[config.mk]
export PLATFORM = sky130hd
export DESIGN_NAME = muldiv_hilo_flat
export DESIGN_NICKNAME = d
export VERILOG_FILES = /design/src/rtl/muldiv_hilo_if.sv /design/src/rtl/muldiv_hilo.sv /design/src/flat_wrapper.sv
export SDC_FILE = /design/constraint.sdc
export NUM_CORES = 1
export LEC_CHECK = 0
export BUFFER_PORTS_ARGS = -buffer_cell sky130_fd_sc_hd__buf_2
export CAP_MARGIN = 20
export CORE_ASPECT_RATIO = 1.2
export CORE_MARGIN = 2
export CORE_UTILIZATION = 50
export CTS_CLUSTER_SIZE = 30
export DETAILED_ROUTE_END_ITERATION = 10
export PLACE_DENSITY_LB_ADDON = 0.08
export RECOVER_POWER = 50
export SYNTH_ARGS = -nofsm -noshare
export SYNTH_HDL_FRONTEND = slang
export SYNTH_SLANG_ARGS = --single-unit
export TNS_END_PERCENT = 20
[constraint.sdc]
create_clock -name clk -period 8.5 [get_ports clk]
set_clock_uncertainty 0.2 [all_clocks]
set_input_delay 2.55 -clock clk [delete_from_list [all_inputs] [get_ports clk]]
set_output_delay 2.55 -clock clk [all_outputs]
set_load 0.03 [all_outputs]
[src/rtl/muldiv_hilo_if.sv]
// muldiv_hilo_if: start/busy/done handshake, operands and HI/LO view of the multiply/divide unit
interface muldiv_hilo_if #(parameter int WIDTH = 32);
  logic start;
  logic [1:0] op;
  logic sgn;
  logic [WIDTH-1:0] a;
  logic [WIDTH-1:0] b;
  logic busy;
  logic done;
  logic dz;
  logic [WIDTH-1:0] hi;
  logic [WIDTH-1:0] lo;
  modport master(output start, op, sgn, a, b, input busy, done, dz, hi, lo);
  modport slave(input start, op, sgn, a, b, output busy, done, dz, hi, lo);
endinterface

[src/rtl/muldiv_hilo.sv]
// muldiv_hilo: iterative shift-add multiply / restoring divide owning HI/LO; SIGNED_MULDIV_EN enables signed MULT/DIV
module muldiv_hilo #(
  parameter int WIDTH = 32,
  parameter int CNT_W = 5
) (
  input logic clk,
  input logic rst,
  muldiv_hilo_if.slave m
);
  typedef enum logic [1:0] {IDLE, MUL, DIV, DONE} state_t;
  state_t state;
  logic [CNT_W-1:0] cnt;
  logic [WIDTH-1:0] acc, q, mb, hi_r, lo_r;
  logic busy_r, done_r, dz_r, neg_q, neg_r, sg, ge;
  logic [WIDTH-1:0] ma_in, mb_in, acc_m, q_m, acc_d, q_d;
  logic [WIDTH:0] sum, sh;
  logic [2*WIDTH-1:0] prod;
`ifdef SIGNED_MULDIV_EN
  assign sg = m.sgn;
`else
  assign sg = m.sgn & 1'b0;
`endif
  assign m.busy = busy_r;
  assign m.done = done_r;
  assign m.dz = dz_r;
  assign m.hi = hi_r;
  assign m.lo = lo_r;
  // operand magnitudes at accept and one step of each iterative engine
  always_comb begin
    ma_in = sg && m.a[WIDTH-1] ? -m.a : m.a;
    mb_in = sg && m.b[WIDTH-1] ? -m.b : m.b;
    sum = {1'b0, acc} + (q[0] ? {1'b0, mb} : '0);
    acc_m = sum[WIDTH:1];
    q_m = {sum[0], q[WIDTH-1:1]};
    sh = {acc, q[WIDTH-1]};
    ge = sh >= {1'b0, mb};
    acc_d = ge ? WIDTH'(sh - {1'b0, mb}) : sh[WIDTH-1:0];
    q_d = {q[WIDTH-2:0], ge};
    prod = neg_q ? -{acc_m, q_m} : {acc_m, q_m};
  end
  // control FSM, iteration registers and architectural HI/LO
  always_ff @(posedge clk or posedge rst)
    if (rst) begin
      state <= IDLE;
      cnt <= '0;
      acc <= '0;
      q <= '0;
      mb <= '0;
      hi_r <= '0;
      lo_r <= '0;
      busy_r <= 1'b0;
      done_r <= 1'b0;
      dz_r <= 1'b0;
      neg_q <= 1'b0;
      neg_r <= 1'b0;
    end else begin
      done_r <= 1'b0;
      dz_r <= 1'b0;
      if (state == MUL || state == DIV) begin
        if (state == DIV && mb == '0) begin
          state <= DONE;
          busy_r <= 1'b0;
          done_r <= 1'b1;
          dz_r <= 1'b1;
        end else begin
          acc <= state == MUL ? acc_m : acc_d;
          q <= state == MUL ? q_m : q_d;
          cnt <= cnt + 1'b1;
          if (cnt == CNT_W'(WIDTH - 1)) begin
            state <= DONE;
            busy_r <= 1'b0;
            done_r <= 1'b1;
            if (state == MUL) {hi_r, lo_r} <= prod;
            else begin
              hi_r <= neg_r ? -acc_d : acc_d;
              lo_r <= neg_q ? -q_d : q_d;
            end
          end
        end
      end else if (m.start) begin
        cnt <= '0;
        acc <= '0;
        q <= ma_in;
        mb <= mb_in;
        neg_q <= sg && (m.a[WIDTH-1] ^ m.b[WIDTH-1]);
        neg_r <= sg && m.a[WIDTH-1];
        state <= m.op == 2'b00 ? MUL : m.op == 2'b01 ? DIV : IDLE;
        busy_r <= !m.op[1];
        if (m.op == 2'b10) hi_r <= m.a;
        if (m.op == 2'b11) lo_r <= m.a;
      end else state <= IDLE;
    end
endmodule

[src/flat_wrapper.sv]
// flat-port wrapper written by rule: the top's interface ports become plain ports
module muldiv_hilo_flat 
#(
  parameter int WIDTH = 32,
  parameter int CNT_W = 5
)
  (clk, rst, m_start, m_op, m_sgn, m_a, m_b, m_busy, m_done, m_dz, m_hi, m_lo);
  muldiv_hilo_if #(.WIDTH(WIDTH)) m_i ();
  input logic clk;
  input logic rst;
  input wire logic [$bits(m_i.start)-1:0] m_start;
  input wire logic [$bits(m_i.op)-1:0] m_op;
  input wire logic [$bits(m_i.sgn)-1:0] m_sgn;
  input wire logic [$bits(m_i.a)-1:0] m_a;
  input wire logic [$bits(m_i.b)-1:0] m_b;
  output wire logic [$bits(m_i.busy)-1:0] m_busy;
  output wire logic [$bits(m_i.done)-1:0] m_done;
  output wire logic [$bits(m_i.dz)-1:0] m_dz;
  output wire logic [$bits(m_i.hi)-1:0] m_hi;
  output wire logic [$bits(m_i.lo)-1:0] m_lo;
  assign m_i.start = m_start;
  assign m_i.op = m_op;
  assign m_i.sgn = m_sgn;
  assign m_i.a = m_a;
  assign m_i.b = m_b;
  assign m_busy = m_i.busy;
  assign m_done = m_i.done;
  assign m_dz = m_i.dz;
  assign m_hi = m_i.hi;
  assign m_lo = m_i.lo;
  muldiv_hilo #(.WIDTH(WIDTH), .CNT_W(CNT_W)) u_core (.clk(clk), .rst(rst), .m(m_i));
endmodule
==> Word level (Yosys, flattened, before mapping) <==
Cells that the tools add are included.
{ "totals": {"regBits": 170, "output_inout_bits": 67, "word_cells": 75} }
{ "classes": {"add_sub_neg": 3, "order_cmp": 1, "eq_ne": 9, "mux": 38, "n_bitwise": 1, "reduce_logical": 13} }
{ "op_table": {"columns": ["op", "n"], "rows": [
  ["$mux W32", 20],
  ["$add A32 B32 Y33", 1],
  ["$ge A33 B32 Y1", 1],
  ["$logic_not A32 Y1", 1],
  ["$sub A32 B32 Y32", 1],
  ["$mux W5", 3],
  ["$mux W2", 6],
  ["$mux W1", 9],
  ["$reduce_and A4 Y1", 2],
  ["$eq A2 B2 Y1 const B", 3],
  ["$reduce_and A2 Y1", 3],
  ["$reduce_bool A2 Y1", 3],
  ["$add A5 B1 Y5 const B", 1],
  ["$eq A5 B5 Y1 const B", 1],
  ["$eq A2 B1 Y1 const B", 2],
  ["$ne A2 B2 Y1 const B", 2],
  ["$ne A3 B3 Y1 const B", 1],
  ["$logic_not A2 Y1", 1],
  ["$logic_and A1 B1 Y1", 1],
  ["$logic_not A1 Y1", 1],
  ["$logic_or A1 B1 Y1", 1],
  ["$not A1 Y1", 1]
]} }

==> Longest topological paths before layout <==
{ "depth": {"word_depth": 6, "depth_mapped": 13, "depth_no_buf": 12} }

==> Worst setup path before layout <==
OpenSTA, ideal clock, no wires.
{ "synth_timing": {"kind": "input-to-reg", "from": "in m_start", "to": "reg u_core.hi_r[29] (netlist: u_core.m.hi[29])", "setup_time_ns": 0.082, "arrival_ns": 3.965, "required_ns": 8.218, "setup_slack_ns": 4.253, "stages": 8, "n_path_buf": 3, "cell_sequence": "and2_1 -> clkbuf_1 -> nand2_1 -> o21ai_0 -> clkbuf_1 -> clkbuf_1 -> o21ai_0 -> a31oi_1"} }
{ "synth_between": {"elab_chain_len": 2} }
{ "synth_lines": {"columns": ["item", "line_no", "source"], "rows": [
  ["from (decl)", "flat_wrapper.sv:11", "input wire logic [$bits(m_i.start)-1:0] m_start;"],
  ["$reduce_bool A2 Y1 (no line)", null, null],
  ["$reduce_and A4 Y1 (no line)", null, null],
  ["to (signal assigned)", "muldiv_hilo.sv:73", "if (state == MUL) {hi_r, lo_r} <= prod;"],
  ["to (signal assigned)", "muldiv_hilo.sv:75", "hi_r <= neg_r ? -acc_d : acc_d;"],
  ["to (signal assigned)", "muldiv_hilo.sv:89", "if (m.op == 2'b10) hi_r <= m.a;"],
  ["to (decl)", "muldiv_hilo.sv:13", "logic [WIDTH-1:0] acc, q, mb, hi_r, lo_r;"]
]} }
Every way passes these cells.
A chain may end at the register's enable or synchronous reset.

==> Worst setup path in the final report <==
{ "layout_timing": {"from": "in m_start", "to": "reg u_core.hi_r[3] (netlist: u_core.m.hi[3])"} }
The elaborated chain is that of the path after synthesis.

==> out/results.txt <==
fin crit period - 6.17 ns
total CTS buffers - 17
# IOs - 137
mapped cell area - 11600 µm²
drt pass-1 iters - 5
Slew Viols, Final - 67
Slew @ Worst Pin - 2.88 ns
Post-Syn Instances - 1409
Final Net Count - 1635
Syn Nets - 1549
gr ovfl total - 0
gpl congestion - 0.912
sequential area share after synthesis - 36.6%
Max H-tree Level - 4
first-pass GRT wire length - 57400 µm
Synth Register Bits - 170
RSZ-0062 raised after global routing - false
setup violators final - 0
total number of vias - 10700
startpoint types - input pin
Hold/Removal Path Class - reg2reg
failing checks - max-capacitance violations, max-slew violations
area delta synth->final - 11.8%
global-route usage over all layers - 30.3%
Worst Path Arrival - 6.31 ns
VDD IR max - 166 µV
CTS root buf - clkbuf_16
# fillers - 2210
1st-iter DRT viols - 780
layout cells sized above 1 - 9.88%
Max Cap Viol - 1
critical path class - in2reg
Die H - 171 µm
die width - 143 µm
Max-slew headroom - -91.9%
setup_tns - 0 ns
Post-DRT Antenna Nets - 0
pwr/cell area - 334 nW/µm²
antenna violations before repair - 0
Clk pin slew, worst setup/hold paths - 0.07 ns
final count of hold timing violations - 0
worst skew pair latency - 0.45 ns
Synth area leader - dfrtp_1
yosys warns - 0
fin crit share - 72.6%
CP Capture Type - register
DR vias/cell - 5.89
CTS Hold Buffers Added - 0
final instance area - 13000 µm²
postcts setup bufs - 0
DR WL/cell - 19.7 µm
port bufs - 135
Final HPWL DP - 26000 µm
Async S/R FF share, synth - 100%
Clock Path Buffers - 2
final std cells w/o fill - 1823
leakage - 5.77 nW
WP data required - 8.64 ns
starting density of the core - 50.6%
Layout Utilization - 56.6%
Worst Path Max Fanout - 66
Post-DP Area - 12500 µm²
EDFF count, synth - 0
largest net degree at the start of global routing - 103
Max Fclk - 162 MHz
Top FF cell, synth - dfrtp_1
synth top area cells - dfrtp_1, o21ai_0, ha_1
DRC viols - 0
post-cts repair resize count - 0
Core Box Area - 23000 µm²
clk sinks - 170
Rows - 61
Placed Cells - 1791
Yosys top cell area share - 36.6%
outcome - finished, violations left
die area - 24500 µm²
vias in the first global route - 10400
multi-input logic area - 6910 µm²
Unique masters post-synth - 78
register cell area after layout - 4250 µm²
n_diodes - 0
DRT Wirelength - 36000 µm
syn_area_per_cell - 8.25 µm²
CTS tree - done
-- synthesized netlist by cell type (all sizes together) (18+ instances only) --
cell type  instances
mux2i             35
a21oi             92
and3              18
nand3             36
nor3              23
xnor2             28
nor2              83
and2              41
a31oi             26
nand2            223
o21ai            182
ha                68
inv               51
a21o              19
dfrtp            170
clkbuf            70
o21a              23
xor2              21
-- stage by stage --
stage	power, mW	hold slack [ns]	worst slack [ns]
after detailed placement	3.56	0.269	3.32
after CTS	4.34	0.287	3.79
after floorplan	2.92	0.265	1.15
after global placement	3.54	0.261	3.36
final	4.34	0.284	2.33
after global routing	4.64	0.314	1.92
-- critical path, cell delays in order --
cell and delay, ns:
buf_2 0.09, and2_2 0.13, clkbuf_1 2.02, nand2_1 0.38
o21ai_4 0.32, buf_4 0.41, o311ai_0 0.23, o21a_1 0.16
-- registers in the layout, summed over array words and instances (netlist names) --
signal,count
u_core.acc,32
u_core.m.hi,32
u_core.m.lo,32
u_core.mb,32
u_core.q,32
u_core.cnt,5
u_core.state,2
u_core.m.busy,1
u_core.m.done,1
u_core.m.dz,1
-- placed cells by master (no fill, tap or decap), drive strengths merged, types with 4 or more instances in the layout --
cell type    n
xnor2       28
nand2      223
o21a        23
inv         58
and2        41
nand3       36
clkinv       4
a41oi        4
or2          6
dfrtp      170
a31oi       26
nor3        23
a311oi       4
a21oi       92
o311ai       6
mux2i       35
a311o        4
xor2        21
a211oi       8
clkbuf      82
o211ai      10
o31ai       12
nor4        11
and3        18
o21ai      182
nand2b       9
ha          68
nor2        83
o22a         5
nand4       13
buf         85
a22o         5
and4         5
a21o        19
o21bai       7
or3          9
nor2b       10
mux2        12
a21boi       5
-- report_power, final --
part | total (mW) | switching (mW) | internal [mW]
sequential | 1.26 | 0.214 | 1.04
clock | 0.767 | 0.377 | 0.390
combinational | 2.31 | 1.50 | 0.814
total | 4.34 | 2.09 | 2.25
-- cell families after synthesis --
logic type      after synthesis  share of synthesized area (%)
mux                          47                           4.18
fa+ha+maj                    70                           7.66
simple gates                499                           20.0
compound gates              442                           23.4
xor+xnor                     49                           3.69
flops                       170                           36.6
buf+inv                     132                           4.39
-- cell type report --
class,instances,area share (%)
clock buffers,19,3.41
clock inverters,13,0.838
inverters,51,1.51
multi-input cells,1107,53.2
flip-flops and latches,170,32.7
well taps,315,3.03
repair buffers,148,5.30
-- final timing paths --
path,startpoint,to,slack (ns),depth (start not counted)
max,m_start,u_core.m.hi[3],2.33,8
min,u_core.m.lo[26],u_core.m.lo[26],0.28,2
max reg2reg,u_core.state[0],u_core.m.hi[3],2.97,10
min reg2reg,u_core.m.lo[26],u_core.m.lo[26],0.28,2
max in group asynchronous,rst,u_core.acc[7],4.48,3
min in group asynchronous,rst,u_core.m.lo[26],2.09,2
-- per-layer routing --
| metal | routed length [µm] | share of wire, % | up-vias | global-route usage, % |
|---|---|---|---|---|
| met5 | 0 | 0 | - | 0 |
| met4 | 1090 | 3.0 | 0 | 10.8 |
| met3 | 2090 | 5.8 | 68 | 5.26 |
| met2 | 16400 | 45 | 366 | 47.6 |
| met1 | 16400 | 46 | 5092 | 42.1 |
| li1 | - | - | 5206 | - |
Power figures use the tool's default switching activity.
